<file path="src/rtl/rd_ptr_empty_ctrl.sv">
// ---------------------------------------------------------------------------
// rd_ptr_empty_ctrl
//   Read-side pointer and flag controller for an asynchronous FIFO. It keeps a
//   binary/Gray read pointer pair and decodes the already-synchronised Gray
//   write pointer. From these it produces the registered empty, almost_empty
//   and occupancy flags, plus read acknowledge and underflow pulses.
//
// Parameters
//   ADDR_WIDTH  FIFO address width; depth = 2**ADDR_WIDTH
//   AE_THRESH   almost-empty threshold in entries (0 <= AE_THRESH < depth)
//
// Ports
//   read_clk         in   read-domain clock, rising edge
//   rst_n            in   asynchronous active-low reset
//   rd_en            in   read request
//   synch_write_ptr  in   Gray write pointer, already in the read_clk domain
//   read_addr        out  RAM read address (low bits of binary read pointer)
//   read_ptr_gray    out  registered Gray read pointer for the write side
//   empty            out  registered empty flag
//   almost_empty     out  registered flag, occupancy <= AE_THRESH
//   rd_count         out  registered occupancy, 0 .. 2**ADDR_WIDTH
//   rd_ack           out  pulse one clock after an accepted read
//   underflow        out  pulse one clock after a rejected read
// ---------------------------------------------------------------------------
module rd_ptr_empty_ctrl #(
  parameter int ADDR_WIDTH = 4,
  parameter int AE_THRESH  = 2
) (
  input  logic                  read_clk,
  input  logic                  rst_n,
  input  logic                  rd_en,
  input  logic [ADDR_WIDTH:0]   synch_write_ptr,
  output logic [ADDR_WIDTH-1:0] read_addr,
  output logic [ADDR_WIDTH:0]   read_ptr_gray,
  output logic                  empty,
  output logic                  almost_empty,
  output logic [ADDR_WIDTH:0]   rd_count,
  output logic                  rd_ack,
  output logic                  underflow
);

  localparam int PW = ADDR_WIDTH + 1;
  localparam logic [PW-1:0] AE_LIMIT = PW'(AE_THRESH);

  logic [PW-1:0] rbin;
  logic [PW-1:0] rbin_next;
  logic [PW-1:0] rgray_next;
  logic [PW-1:0] wbin;
  logic [PW-1:0] diff_next;
  logic          rd_inc;

  // Reads are gated by the registered empty, so a write-pointer change in the
  // same cycle cannot let a read through a flag that has not updated yet.
  assign rd_inc     = rd_en & ~empty;
  assign rbin_next  = rbin + PW'(rd_inc);
  assign rgray_next = rbin_next ^ (rbin_next >> 1);

  // Gray-to-binary: each binary bit is the XOR of all Gray bits at and above
  // it, which equals the chained XOR with the next-higher decoded bit.
  always_comb begin
    wbin = '0;
    for (int i = 0; i < PW; i++) begin
      wbin[i] = ^(synch_write_ptr >> i);
    end
  end

  // Modulo-2**PW difference; a full FIFO shows up as exactly 2**ADDR_WIDTH.
  assign diff_next = wbin - rbin_next;

  // NOTE: all state is updated with non-blocking assignments so every flag
  // below sees the same pre-edge values and no ordering hazard exists between
  // the pointer and the flags derived from its next value.
  always_ff @(posedge read_clk or negedge rst_n) begin
    if (!rst_n) begin
      rbin          <= '0;
      read_ptr_gray <= '0;
      empty         <= 1'b1;
      almost_empty  <= 1'b1;
      rd_count      <= '0;
      rd_ack        <= 1'b0;
      underflow     <= 1'b0;
    end else begin
      rbin          <= rbin_next;
      read_ptr_gray <= rgray_next;
      // Comparing against the next Gray pointer makes empty assert on the
      // same edge that consumes the last entry.
      empty         <= (rgray_next == synch_write_ptr);
      almost_empty  <= (diff_next <= AE_LIMIT);
      rd_count      <= diff_next;
      rd_ack        <= rd_inc;
      underflow     <= rd_en & empty;
    end
  end

  assign read_addr = rbin[ADDR_WIDTH-1:0];

endmodule

</file>
<file path="config.mk">
export PLATFORM = sky130hd
export DESIGN_NAME = rd_ptr_empty_ctrl
export DESIGN_NICKNAME = d
export VERILOG_FILES = /design/src/rtl/rd_ptr_empty_ctrl.sv
export SDC_FILE = /design/constraint.sdc
export NUM_CORES = 1
export LEC_CHECK = 0
export BUFFER_PORTS_ARGS = -buffer_cell sky130_fd_sc_hd__buf_2
export CAP_MARGIN = 20
export CORE_MARGIN = 10
export CORE_UTILIZATION = 57
export CTS_BUF_LIST = sky130_fd_sc_hd__clkbuf_8
export CTS_CLUSTER_DIAMETER = 150
export DETAILED_ROUTE_END_ITERATION = 16
export MAX_ROUTING_LAYER = met4
export PLACE_DENSITY = 0.95
export SYNTH_ARGS = -nofsm -noshare
export SYNTH_HDL_FRONTEND = slang
export SYNTH_SLANG_ARGS = --single-unit
</file>
<file path="constraint.sdc">
create_clock -name read_clk -period 5.48 [get_ports read_clk]
set_clock_uncertainty 0.1 [all_clocks]
set_input_delay 0.274 -clock read_clk [delete_from_list [all_inputs] [get_ports read_clk]]
set_output_delay 0.274 -clock read_clk [all_outputs]
set_load 0.03 [all_outputs]
</file>
Yosys cells after proc, flatten, opt, wreduce, memory -nomap -nowiden

Cells that the tools add are included.

Equal/unequal tests: 1
Bitwise gates (word level): 4
Reductions and logical operators: 5
$add $sub $neg: 2
Magnitude comparators: 1

Operator list:

| cell                                                                  | count |
|---|---|
| 5-bit XOR reduction                                                   | 5 |
| 5-bit by 1-bit adder with 5-bit output                                | 1 |
| 5-bit equality test                                                   | 1 |
| 5-bit by 2-bit <= comparator with 1-bit output, second input constant | 1 |
| 5-bit subtractor                                                      | 1 |
| 5-bit by 4-bit bitwise XOR with 5-bit output                          | 1 |
| 1-bit AND                                                             | 2 |
| 1-bit inverter                                                        | 1 |

Register bits after elaboration: 19
Logic and storage cells: 20
Bits of input ports: 8
Output and inout port bits: 18

Longest topological paths before layout

Gate-level depths: netlist of the first run.

Word-level depth: 5
Depth in mapped cells: 10
Gate-level depth less buffers: 10

Worst setup path before layout of the first run

No wires, ideal clock.

Path type: flip-flop to flip-flop
Start point: register empty
End point: register almost_empty
Clock period less this slack: 2.695 ns
Setup time: 0.084 ns
Cell stages (with the launch flop): 11
Path slack: 2.785 ns
Data arrival time: 2.511 ns
Buffers on the path: 1
Cells stage by stage: dfstp_2 -> nor2b_1 -> ha_1 -> ha_1 -> clkbuf_1 -> xnor2_1 -> ha_1 -> a21o_1 -> a21bo_1 -> o31ai_2 -> nor3b_1

Longest elaborated chain between the ends: 5

Ends and longest elaborated chain:

| element                                        | line | text |
|---|---|---|
| start: declaration                             | 35   | `output logic empty,` |
| start signal: assignment                       | 87   | `empty <= (rgray_next == synch_write_ptr);` |
| 1-bit inverter                                 | 54   | `assign rd_inc = rd_en & ~empty;` |
| 1-bit AND                                      | 54   |  |
| net rd_inc                                     | 50   | `logic rd_inc;` |
| 5-bit by 1-bit adder with 5-bit output         | 55   | `assign rbin_next = rbin + PW'(rd_inc);` |
| net rbin_next[1]                               | 46   | `logic [PW-1:0] rbin_next;` |
| 5-bit subtractor                               | 68   | `assign diff_next = wbin - rbin_next;` |
| 5-bit by 2-bit <= comparator with 1-bit output | 88   | `almost_empty <= (diff_next <= AE_LIMIT);` |
| end signal: assignment                         | 88   |  |
| end: declaration                               | 36   | `output logic almost_empty,` |

The timed path passes the listed nets, and every way through them passes these cells.

Worst setup path after layout of the first run

Ends and elaborated chain as after synthesis.

==> impl_metrics.ini, run 1 <==
[outcome]
status = complete, no violations

[critical_path]
cp-end-kind = register
worstRegToRegCells = 9
critPathRequiredTime_ns = 5.56
cp_data_arrival_time_ns = 2.87
cp_max_fo = 9
cp_endpoint = almost_empty$_DFF_PN1_
critical_path_class = reg -> reg
reg2reg_slack_ns = 2.69
cp-start-kind = register
worstReg2RegStart = empty$_DFF_PN1_
critical_path.reg2reg.endpoint = almost_empty$_DFF_PN1_
worst_setup_path_startpoint = empty$_DFF_PN1_

[synthesis]
seq_area_frac_synth_pct = 49.1
yosys_warnings = 0
ys_types = 27
ys_seq_elements = 18
syn-mean-instance-area_um2 = 11.4
synth.cell_area_um2 = 923
synthesis.instances = 81
synth_nets = 94

[grt]
gr-total-overflow = 0
globalRouteMet1Util_pct = 13.3
number_of_global_route_vias_before_repair = 729
grt.total_usage_pct = 12.6
gr-usage-met3_pct = 3.18
globalRoute.busiestLayer = met2
use_met2_pct = 20.7
initial_antenna_violation_count = 0
grt_first_pass_wirelength_um = 3350
grt_max_degree = 19

[timing]
final_max_slew_viol_count = 0
rsz0062_at_grt = no
final_hold_viol_count = 0
fin_crit_sh_pct = 50.9
final.min_clock_period_ns = 2.79
fmax_mhz = 358
maxSlewHeadroom_pct = 62.7
tightestPinTransition_ns = 0.558
timing.final.setup_violations = 0
setup_total_negative_slack_ns = 0

[routing]
routedWlPerCell_um = 16.4
drt_iter0_markers = 9
antenna_violating_nets_post_route = 0
drt-vias-per-instance = 5.38
drt-total-wl_um = 2070
drc = 0
total_number_of_vias = 678
drt-pass1-iter-count = 4

[finish]
fillerInstances = 104
layout-drive-gt1-share_pct = 31.8
regArea_um2 = 453
finalNetCount = 124
multiInputGateArea_um2 = 429
area_growth_pct = 22.4
antenna_cells_inserted = 0
finalCoreUtilization_pct = 74.1

[die]
start_util_pct = 60.6
core_area_mm2 = 0.00152
num_io_pins = 26
chipHeight_um = 60.3
chip_width_um = 60.3
die_area_mm2 = 0.00363
row_count = 14

[clock_network]
post_cts_resized = 0
cts-root-buf = clkbuf_8
clkTransAtPathRegs_ns = 0.07
cts_htree_levels = 1
clock_tree_from_tritoncts = yes
numClockSinks = 18
ctsLongestPathBuffers = 2
cts_made_buffers = 3
clk-insertion-delay-late_ns = 0.26

[place]
io_buffer_count = 25
globalplace.congestion = 0.877
hpwlAfterDp_um = 1460

[worst_hold_path]
type_of_the_worst_min_delay_path = in -> reg
min-delay-start = rd_en

[run]
cap_violations = 0
cell type report:
cell class | count | share of cell area (%)
Sequential cell | 18 | 40.1
Inverter | 10 | 3.32
Tap cell | 16 | 1.77
Multi-Input combinational cell | 52 | 38.0
Clock buffer | 4 | 4.87
Timing Repair Buffer | 26 | 12.0
synthesized netlist by cell type, drive strengths merged:
| cell type | n | area share, % |
|---|---|---|
| dfrtp | 16 | 43 |
| xor2 | 13 | 14 |
| inv | 10 | 4.1 |
| xnor2 | 9 | 8.5 |
| ha | 5 | 6.8 |
| nand3 | 4 | 2.2 |
| nor2 | 3 | 1.2 |
| dfstp | 2 | 5.7 |
| nand2 | 2 | 0.81 |
| a2111oi | 1 | 0.95 |
| a21bo | 1 | 1.1 |
| a21o | 1 | 0.81 |
| a21oi | 1 | 0.54 |
| and2 | 1 | 0.68 |
| and3 | 1 | 0.81 |
| clkbuf | 1 | 0.41 |
| nand2b | 1 | 0.68 |
| nand4b | 1 | 0.95 |
| nor2b | 1 | 0.68 |
| nor3b | 1 | 0.81 |
| nor4 | 1 | 0.68 |
| o211ai | 1 | 0.81 |
| o21ai | 1 | 0.54 |
| o31ai | 1 | 1.4 |
| o41ai | 1 | 0.95 |
| or3 | 1 | 0.68 |
cell families after synthesis:
family | count (synthesis) | synth area share [%]
XOR/XNOR | 22 | 22.5
AO/OA/AOI/OAI | 8 | 7.05
buffers and inverters | 11 | 4.47
AND/OR/NAND/NOR | 17 | 10.2
adder cells (fa/ha/maj) | 5 | 6.78
flip-flops | 18 | 49.1
worst min-delay path by stage:
stage	to	cells past startpoint
floorplan	rbin[0]$_DFF_PN0_	0
CTS	underflow$_DFF_PN0_	2
global placement	rbin[3]$_DFF_PN0_	1
global route	underflow$_DFF_PN0_	2
finish	underflow$_DFF_PN0_	2
detailed placement	rbin[4]$_DFF_PN0_	1
state kept, by name, indices dropped and copies added (netlist names):
signal,flops
underflow,1
rd_ack,1
almost_empty,1
empty,1
rbin,5
rd_count,5
read_ptr_gray,4
timing repair:
item                       CTS  global route
hold endpoints to repair    16             0
setup buffers                0             0
hold buffers                 1             0
setup endpoints to repair    0             0
worst max-delay path, stage by stage, from the launching register on:
cell,delay (ns)
dfstp_2,0.54
nor2b_1,0.06
ha_1,0.21
ha_1,0.52
xnor2_1,0.15
ha_1,0.21
a21o_1,0.20
a21bo_1,0.21
o31ai_2,0.28
nor3b_1,0.22
stage by stage:
step / setup WS (ns) / instance area [um^2] / instances / hold slack (ns)
after floorplan: 2.78 / 923 / 81 / -0.122
after CTS: 2.69 / 1130 / 126 / 0.136
after global placement: 2.87 / 1060 / 121 / 0.115
after detailed placement: 2.71 / 1060 / 121 / 0.121
after global routing: 2.44 / 1130 / 126 / 0.154
final: 2.69 / 1130 / 126 / 0.136
metal layers:
layer / share of wire, % / up-vias
li1: - / 320
met1: 41 / 328
met2: 49 / 24
met3: 7.4 / 6
met4: 2.8 / 0
met5: 0 / -
layout by cell type (no fill, tap or decap), drive strengths merged, types with 2 or more instances in the layout:
cell type and count:
buf 25, inv 10, nand3 4, clkbuf 4
nand2 2, dfrtp 16, dfstp 2, xor2 13
ha 5, xnor2 9, nor2 3
Power of run 1 is not shown: default switching activity piles up to over one toggle a cycle in this logic, so the estimate is an artifact.
==> run 2: changes to the inputs <==
--- a/config.mk
+++ b/config.mk
@@ -8,12 +8,12 @@
 export BUFFER_PORTS_ARGS = -buffer_cell sky130_fd_sc_hd__buf_2
 export CAP_MARGIN = 20
 export CORE_MARGIN = 10
-export CORE_UTILIZATION = 57
+export CORE_UTILIZATION = 53
 export CTS_BUF_LIST = sky130_fd_sc_hd__clkbuf_8
 export CTS_CLUSTER_DIAMETER = 150
 export DETAILED_ROUTE_END_ITERATION = 16
 export MAX_ROUTING_LAYER = met4
-export PLACE_DENSITY = 0.95
+export PLACE_DENSITY = 0.92
 export SYNTH_ARGS = -nofsm -noshare
 export SYNTH_HDL_FRONTEND = slang
 export SYNTH_SLANG_ARGS = --single-unit
==> constraint.sdc (replaced) <==
create_clock -name read_clk -period 2.74 [get_ports read_clk]
set_clock_uncertainty 0.1 [all_clocks]
set_input_delay 0.137 -clock read_clk [delete_from_list [all_inputs] [get_ports read_clk]]
set_output_delay 0.137 -clock read_clk [all_outputs]
set_load 0.03 [all_outputs]
==> impl_metrics.ini, run 2 (synthesis gave the netlist of run 1 again) <==
[run]
cap_violations = 0

[critical_path]
cp-start-kind = register
critical_path_class = reg -> reg
cp_data_arrival_time_ns = 2.59
critPathRequiredTime_ns = 2.75
cp_max_fo = 5
cp-end-kind = register

[finish]
layout-drive-gt1-share_pct = 33.0
reg.largest.list = rbin x5, rd_count x5, read_ptr_gray x4
area_growth_pct = 24.3
antenna_cells_inserted = 0
multiInputGateArea_um2 = 430
fillerInstances = 117
layout_commonest_cell = buf_2
regArea_um2 = 453
layout_common_cells = buf_2 (25), dfrtp_1 (16), xor2_1 (11), inv_1 (10), xnor2_1 (9)
finalNetCount = 126

[clock_network]
clkTransAtPathRegs_ns = 0.07
clk-insertion-delay-late_ns = 0.25
cts_made_buffers = 3
ctsLongestPathBuffers = 2
cts-root-buf = clkbuf_8
cts_htree_levels = 1
cts_setup_buffers = 0
clock_tree_from_tritoncts = yes
numClockSinks = 18

[grt]
grt.total_usage_pct = 11.8
use_met2_pct = 20.6
gr-usage-met3_pct = 2.44
initial_antenna_violation_count = 0
grt_first_pass_wirelength_um = 3150
globalRouteMet1Util_pct = 11.5
globalRoute.busiestLayer = met2
grt_max_degree = 19
gr-total-overflow = 0
number_of_global_route_vias_before_repair = 705

[die]
die_area_mm2 = 0.00381
core_area_mm2 = 0.00169
row_count = 15
chip_width_um = 61.7
num_io_pins = 26
chipHeight_um = 61.7
start_util_pct = 54.7

[routing]
drt-pass1-iter-count = 4
drt-total-wl_um = 1930
drt_iter0_markers = 35
routedWlPerCell_um = 15.0
antenna_violating_nets_post_route = 0
drt-vias-per-instance = 5.10
drc = 0
total_number_of_vias = 658

[outcome]
status = complete, no violations

[timing]
maxSlewHeadroom_pct = 63.2
final.min_clock_period_ns = 2.59
final_hold_viol_count = 0
fin_crit_sh_pct = 94.4
tightestPinTransition_ns = 0.550
rsz0062_at_grt = no
setup_total_negative_slack_ns = 0
timing.final.setup_violations = 0
final_max_slew_viol_count = 0
fmax_mhz = 387

[worst_hold_path]
type_of_the_worst_min_delay_path = in -> reg

[place]
hpwlAfterDp_um = 1440
globalplace.congestion = 0.806
io_buffer_count = 25
[run 2: cell count changes in the layout (fill, tap and decap cells not counted), sizes merged]
cell	before	now
buf	25	27
[run 2: worst max-delay path: stages (launching register included)]
cell and delay [ns]:
dfstp_2 0.54, nor2b_1 0.06, ha_1 0.20, ha_1 0.23, xor2_2 0.17, buf_4 0.17, xor2_1 0.16, or3_1 0.36
a2111oi_1 0.47
[run 2: path summary, 6_finish.rpt]
| check | startpoint | end | slack (ns) | cells after the start |
|---|---|---|---|---|
| max reg2reg | empty$_DFF_PN1_ | empty$_DFF_PN1_ | 0.15 | 8 |
| min | rd_en | underflow$_DFF_PN0_ | 0.005 | 2 |
| max in group asynchronous | rst_n | almost_empty$_DFF_PN1_ | 1.98 | 2 |
| min in group asynchronous | rst_n | rd_ack$_DFF_PN0_ | 0.24 | 2 |
| min reg2reg | empty$_DFF_PN1_ | underflow$_DFF_PN0_ | 0.46 | 1 |
| max | empty$_DFF_PN1_ | empty$_DFF_PN1_ | 0.15 | 8 |
[run 2: stage by stage]
stage	setup WS, ns	cells	area, um^2	hold WS, ns	util [%]
3_3_place_gp	0.251	124	1080	-0.0316	64.0
4_1_cts	0.0377	129	1150	0.00821	67.9
5_1_grt	0.00925	129	1150	0.00542	67.9
3_5_place_dp	0.0772	124	1080	-0.0184	64.0
2_1_floorplan	0.0448	81	923	-0.259	-
6_report	0.154	129	1150	0.00509	67.9
[run 2: cell type report]
cell class              count  share of cell area, %
clock buffers               4                   4.80
inverters                  10                   3.27
multi-input cells          52                   37.5
flip-flops and latches     18                   39.5
well taps                  17                   1.85
repair buffers             28                   13.1
[run 2: routing by layer]
layer,part of all wire (%),vias up,wire length [um]
li1,-,324,-
met1,40,307,779
met2,51,23,982
met3,6.6,4,127
met4,2.2,0,42
met5,0,-,0
[run 2: what timing repair did]
| item | in CTS | in global routing |
|---|---|---|
| hold buffers | 1 | 0 |
| gates resized for setup | 0 | 1 |
| setup endpoints to repair | 0 | 1 |
| hold endpoints to repair | 16 | 0 |
Power of run 2 is left out for the same reason.
